## src/rtl/cpu_pkg.sv

```systemverilog
// cpu_pkg: shared core constants for register indices, widths and write-register select encodings
package cpu_pkg;
  localparam logic [4:0] REG_ZERO = 5'd0;
  localparam logic [4:0] REG_RA = 5'd31;
  localparam int unsigned DATA_W_DEF = 32;
  localparam int unsigned ADDR_W_DEF = 5;
  localparam logic [1:0] RW_SEL_RA = 2'b00;
  localparam logic [1:0] RW_SEL_RT = 2'b01;
  localparam logic [1:0] RW_SEL_RD = 2'b10;
endpackage

```

## src/rtl/regfile_rd_port.sv

```systemverilog
// regfile_rd_port: combinational read port with reg-0 guard, reset blanking and optional write-through bypass
module regfile_rd_port #(
  parameter int unsigned DATA_W = 32,
  parameter int unsigned ADDR_W = 5,
  parameter int unsigned BYPASS = 1
) (
  input  logic              clr,
  input  logic [ADDR_W-1:0] idx,
  input  logic [DATA_W-1:0] rd,
  input  logic              byp,
  input  logic [ADDR_W-1:0] rw,
  input  logic [DATA_W-1:0] din,
  output logic [DATA_W-1:0] q
);
  always_comb q = (clr || idx == '0) ? '0 : (BYPASS != 0 && byp && rw == idx) ? din : rd;
endmodule

```

## src/rtl/mips_regfile.sv

```systemverilog
// mips_regfile: integer register file, two bypassed read ports, committed-write counter.
// Define REGFILE_DEBUG_EN to add the dbg_addr/dbg_data display read port.
module mips_regfile
  import cpu_pkg::*;
#(
  parameter int unsigned DATA_W = DATA_W_DEF,
  parameter int unsigned ADDR_W = ADDR_W_DEF,
  parameter int unsigned BYPASS = 1
) (
  input  logic              clk,
  input  logic              rst,
  input  logic [ADDR_W-1:0] ra_id,
  input  logic [ADDR_W-1:0] rb_id,
  input  logic [ADDR_W-1:0] rw,
  input  logic              we,
  input  logic [DATA_W-1:0] din,
  output logic [DATA_W-1:0] qa,
  output logic [DATA_W-1:0] qb,
  output logic [31:0]       wcount
`ifdef REGFILE_DEBUG_EN
  ,
  input  logic [ADDR_W-1:0] dbg_addr,
  output logic [DATA_W-1:0] dbg_data
`endif
);
  localparam int unsigned DEPTH = 2 ** ADDR_W;
  logic [DATA_W-1:0] mem [DEPTH];
  logic byp;
  assign byp = we && !rst;
  always_ff @(posedge clk) begin
    if (rst) begin
      for (int i = 0; i < DEPTH; i++) mem[i] <= '0;
      wcount <= '0;
    end else if (we && rw != '0) begin
      mem[rw] <= din;
      wcount <= wcount + 32'd1;
    end
  end
  regfile_rd_port #(.DATA_W(DATA_W), .ADDR_W(ADDR_W), .BYPASS(BYPASS)) u_port_a (
    .clr(rst), .idx(ra_id), .rd(mem[ra_id]), .byp(byp), .rw(rw), .din(din), .q(qa)
  );
  regfile_rd_port #(.DATA_W(DATA_W), .ADDR_W(ADDR_W), .BYPASS(BYPASS)) u_port_b (
    .clr(rst), .idx(rb_id), .rd(mem[rb_id]), .byp(byp), .rw(rw), .din(din), .q(qb)
  );
`ifdef REGFILE_DEBUG_EN
  regfile_rd_port #(.DATA_W(DATA_W), .ADDR_W(ADDR_W), .BYPASS(0)) u_port_dbg (
    .clr(rst), .idx(dbg_addr), .rd(mem[dbg_addr]), .byp(1'b0), .rw(rw), .din(din), .q(dbg_data)
  );
`endif
endmodule

```

## config.mk

```make
export PLATFORM = sky130hd
export DESIGN_NAME = mips_regfile
export DESIGN_NICKNAME = d
export VERILOG_FILES = /design/src/rtl/cpu_pkg.sv /design/src/rtl/regfile_rd_port.sv /design/src/rtl/mips_regfile.sv
export SDC_FILE = /design/constraint.sdc
export NUM_CORES = 2
export LEC_CHECK = 0
export BUFFER_PORTS_ARGS = -buffer_cell sky130_fd_sc_hd__clkbuf_2
export CAP_MARGIN = 0
export CORE_UTILIZATION = 40
export DETAILED_ROUTE_END_ITERATION = 7
export GPL_ROUTABILITY_DRIVEN = 1
export SYNTH_ARGS = -nofsm -noshare
export SYNTH_HDL_FRONTEND = slang
export SYNTH_SLANG_ARGS = --single-unit
```

## constraint.sdc

```tcl
create_clock -name clk -period 5.1 [get_ports clk]
set_input_delay 0.255 -clock clk [delete_from_list [all_inputs] [get_ports clk]]
set_output_delay 0.255 -clock clk [all_outputs]
set_load 0.05 [all_outputs]
```

# Word-level counts from Yosys, hierarchy flattened

Memory sizes are Yosys's and may differ from the RTL's.
Cells that the tools add are included.

Output and inout bits: 96
Register bits: 32
Memories: 1
Input port bits: 50
Logic and storage cells: 28
Memory bits (writable): 1024

Memories:

| name | words | bits a word | read ports | clocked after memory_dff | wr ports | RTL line           | text |
|---|---|---|---|---|---|---|---|
| mem  | 32    | 32          | 2          | 0                        | 32       | mips_regfile.sv:27 | `logic [DATA_W-1:0] mem [DEPTH];` |

Multiplexer cells: 12
Reductions and logical operators: 11
$add $sub $neg: 1
Eq/ne operators: 2

Operators by type and width:

| kind                                          | number |
|---|---|
| 2-to-1 mux 32 bit                             | 5 |
| adder 32 x 1 -> 32 bit, second input constant | 1 |
| OR reduction 32 bit                           | 1 |
| == test 5 bit                                 | 2 |
| zero test 5 bit                               | 2 |
| 2-to-1 mux 1 bit                              | 6 |
| 2-to-1 mux 5 bit                              | 1 |
| nonzero test 5 bit                            | 1 |
| logical AND 1 bit                             | 4 |
| logical OR 1 bit                              | 2 |
| zero test 1 bit                               | 1 |

# Longest topological paths before layout

Depth after elaboration: 7
Depth in mapped cells: 9
Gate-level depth less buffers: 5

# Cells and area by module

A second synthesis with hierarchy kept.

Cells, all modules: 5031
Area total of the unflattened synthesis: 58414.8 sq um

By module, submodules not included:

| module          | cells an instance | instances | area an instance (sq um) | sequential area each (sq um) |
|---|---|---|---|---|
| mips_regfile    | 4785              | 1         | 57123.5                  | 31390.1 |
| regfile_rd_port | 123               | 2         | 645.6                    | 0.0 |

# Least setup slack after synthesis

No wires, ideal clock.

Path kind: in2reg
Start: in rw[3]
End: mem mem[8][0] (enable)
Stages on the path: 5
Buffers on the path: 2
Setup slack: 1.358 ns
Setup time: 0.466 ns
Arrival: 3.277 ns
Data required time: 4.634 ns
Path through: buf_4 inv_2 or3_1 clkbuf_1 o21ai_0

RTL lines:

| element         | RTL line           | text |
|---|---|---|
| start, declared | mips_regfile.sv:14 | `input logic [ADDR_W-1:0] rw,` |
| end, declared   | mips_regfile.sv:27 |  |

# Worst setup path after layout

Start: in rst
End: out qa[9]

Cells in the longest elaborated chain, start to end: 5
Elaborated cells between the ends (all ways): 6
Classes of those cells: 2 x mux; 4 x reduce/logical

Ends and longest elaborated chain:

| element               | RTL line              | text |
|---|---|---|
| start, declared       | mips_regfile.sv:11    | `input logic rst,` |
| zero test 1 bit       | mips_regfile.sv:29    | `assign byp = we && !rst;` |
| logical AND 1 bit     | mips_regfile.sv:29    |  |
| logical AND 1 bit     | regfile_rd_port.sv:15 | `always_comb q = (clr \|\| idx == '0) ? '0 : (BYPASS != 0 && byp && rw == idx) ? din : rd;` |
| 2-to-1 mux 32 bit     | regfile_rd_port.sv:15 |  |
| 2-to-1 mux 32 bit (*) | regfile_rd_port.sv:15 |  |
| end, declared         | mips_regfile.sv:17    | `output logic [DATA_W-1:0] qa,` |

Mark *: on every way between the ends. The rest lies on a longest branch, timed or not.

==> summary.txt <==
Run status
  • Outcome: completed

Timing
  • Final Max Tran Viols: 0
  • Final Cycle Share: between 90% and 100%
  • Tightest Pin Transition: 1.33 ns
  • Final setup viols: 0
  • Slew HR: approximately 11%
  • RSZ-0062 raised after global routing: no
  • Fin crit period: 4.67 ns
  • Final Hold Vio Count: 0
  • Setup clock skew after layout: 0.0127 ns
  • Setup TNS: 0 ns
  • Max Clk Rate: ~210 MHz

Route
  • Detailed Routing Iterations Pass 1: 8
  • Vias: ~37000
  • WL/cell: around 32 um
  • DRT iter0 DRCs: between 4000 and 5000
  • # DRC: 0
  • Final wirelength: 194 mm
  • Vias per cell: 6.20
  • ANT nets after route: 0

GRT
  • Global route overflow: 0
  • Initial antenna violation count: 17
  • Pin count of the biggest net entering global routing: around 110
  • First-pass GRT wire length: 273 mm
  • GRT Total Usage: between 20% and 30%
  • Vias in the first global route: ~37000

Synthesis
  • Cells after Synth: ~4000
  • Synthesized area: 56900 sq um
  • Top-area cell type share of the netlist area: between 50% and 60%
  • Post-synth cell types: between 50 and 60
  • Post-synthesis register bit count: around 1100
  • FFs w/ async S/R, synth: 0%
  • Area leader, netlist: edfxtp_1
  • Yosys warnings: 0
  • Synth top area cells: edfxtp_1 (54%), mux4_2 (16%), and2_1 (11%)
  • Number of synthesized flops with an enable pin: between 1000 and 1500
  • Ys flop type: edfxtp_1
  • Syn avg cell area: ~14 sq um
  • Sequential-to-total area share from yosys stat: 55.2%

Finish
  • Commonest non-fill, non-tap cell in the layout: edfxtp_1
  • Nets: 4059
  • Post-route insts no fill: roughly 6000
  • Fin util: between 40 and 50%
  • Layout cell share with drive strength beyond 1: between 20 and 25%
  • Synth-to-Final Area Change: 11.3%
  • Most frequent cells in the layout: edfxtp_1 (1024), and2_1 (993), mux4_2 (397)

Power
  • Leakage: approximately 0.022 uW
  • Worst vdd ir: 0.261 mV
  • Pwr/cell area: 331 nW/um^2

Clocking
  • H-tree lvl count: 3
  • Worst-path clk slew: 0.06 ns
  • Post-CTS Repair Setup Buffers: 0
  • TritonCTS clock tree: done
  • Clock Tree Buf Depth: 3
  • # clock sinks: between 1000 and 1500
  • Cts bufs inserted: 109
  • Clock root buffer: clkbuf_16
  • Clk_lat worst skew: between 0.7 and 0.8 ns

Floorplan
  • Die Ht: roughly 380 um
  • Starting Density: between 40% and 50%
  • Die Span X: around 380 um
  • Row count: ~140
  • Die area: ~140000 sq um
  • I/O Pins: around 150
  • CORE AREA: about 140000 sq um

Setup path
  • Crit Path Max Fanout: 14
  • Worst EP arrival: between 4 and 5 ns
  • Req. time, crit path: about 4.9 ns
  • CP Launch Type: primary input
  • Crit path capture type: primary output
  • Critical path class: in2out

Placed design
  • I/O Buffers: 145
  • Placed cells: ~5800
  • Hpwl dp: between 100 and 150 mm
  • GPL Wtd Cong: 0.880

Hold path
  • Hold Path Class: in2reg

Run
  • Number of max-cap violations: 0
[flip-flops by register name, summed over array words and instances (netlist names)]
signal / flops
mem: 1024
wcount: 32
[metrics by stage]
step | setup slack (ns) | hold slack [ns] | cell area [sq um] | power (uW)
after global placement | 1.34 | 0.486 | 59800 | 13000
after global routing | 0.460 | 0.212 | 63300 | 21500
final | 0.426 | 0.204 | 63300 | 21000
after floorplan | 1.36 | 0.453 | 57000 | 12100
after CTS | 0.570 | 0.156 | 63300 | 21000
after detailed placement | 1.23 | 0.497 | 59800 | 13100
[routing by layer]
layer  wire (um)  track usage (%)
met2       90700             42.9
met1       75200             35.7
met5         100                0
met4        8230             11.3
met3       19800             5.57
[timing repair]
item / CTS / global route
endpoints found under the hold margin: 11 / 0
hold buffers: 2 / 0
resized for setup: 0 / 0
[Yosys cell counts, types with 33 or more instances]
| cell | n |
|---|---|
| a21oi_1 | 55 |
| a221o_1 | 48 |
| a221oi_1 | 118 |
| a22oi_1 | 88 |
| and2_1 | 995 |
| buf_2 | 75 |
| buf_4 | 33 |
| clkbuf_1 | 275 |
| edfxtp_1 | 1024 |
| mux2i_1 | 243 |
| mux4_2 | 397 |
| nand2_1 | 77 |
| nor2_1 | 93 |
| o21ai_0 | 132 |
[critical path: stages]
cell and delay [ns]:
dlygate4sd3_1 0.64, buf_4 0.27, nor2b_1 0.51, nand2_1 0.20
or3_1 0.66, a211oi_4 0.91, buf_4 0.46, a221o_1 0.22
clkbuf_2 0.28
[where the power goes]
group / internal, uW / switching [uW]
logic: 972 / 1750
clock network: 4620 / 3440
registers: 9980 / 225
[layout make-up]
| type | instances | area, sq um |
|---|---|---|
| clock buffer | 142 | 2980 |
| fill | 12400 | 78100 |
| multi-input combinational | 2555 | 24200 |
| clock inverter | 54 | 515 |
| inverter | 16 | 61.3 |
| timing repair buffer | 270 | 1850 |
| antenna | 3 | 7.51 |
| tap | 1890 | 2360 |
| sequential | 1056 | 31400 |
[logic make-up (layout without fill, tap and decap cells)]
| group | count (synthesis) | after routing | share of synthesized area (%) |
|---|---|---|---|
| multiplexers | 644 | 644 | 20.1 |
| XOR/XNOR | 34 | 34 | 0.576 |
| AO/OA/AOI/OAI | 563 | 563 | 7.13 |
| other | 1 | 35 | 0.00659 |
| AND/OR/NAND/NOR | 1281 | 1281 | 13.4 |
| flip-flops | 1056 | 1056 | 55.2 |
| adder cells (fa/ha/maj) | 1 | 1 | 0.0220 |
| buffers and inverters | 440 | 482 | 3.67 |
[path summary, 6_finish.rpt]
kind,startpoint,end,slack (ns),cells past startpoint
setup / recovery,rst,qa[9],0.43,9
hold / removal,din[31],mem[28][31],0.20,3
setup reg to reg,wcount[4],wcount[30],2.66,5
hold reg to reg,wcount[6],wcount[6],0.51,2
Power figures use the tool's default switching activity.
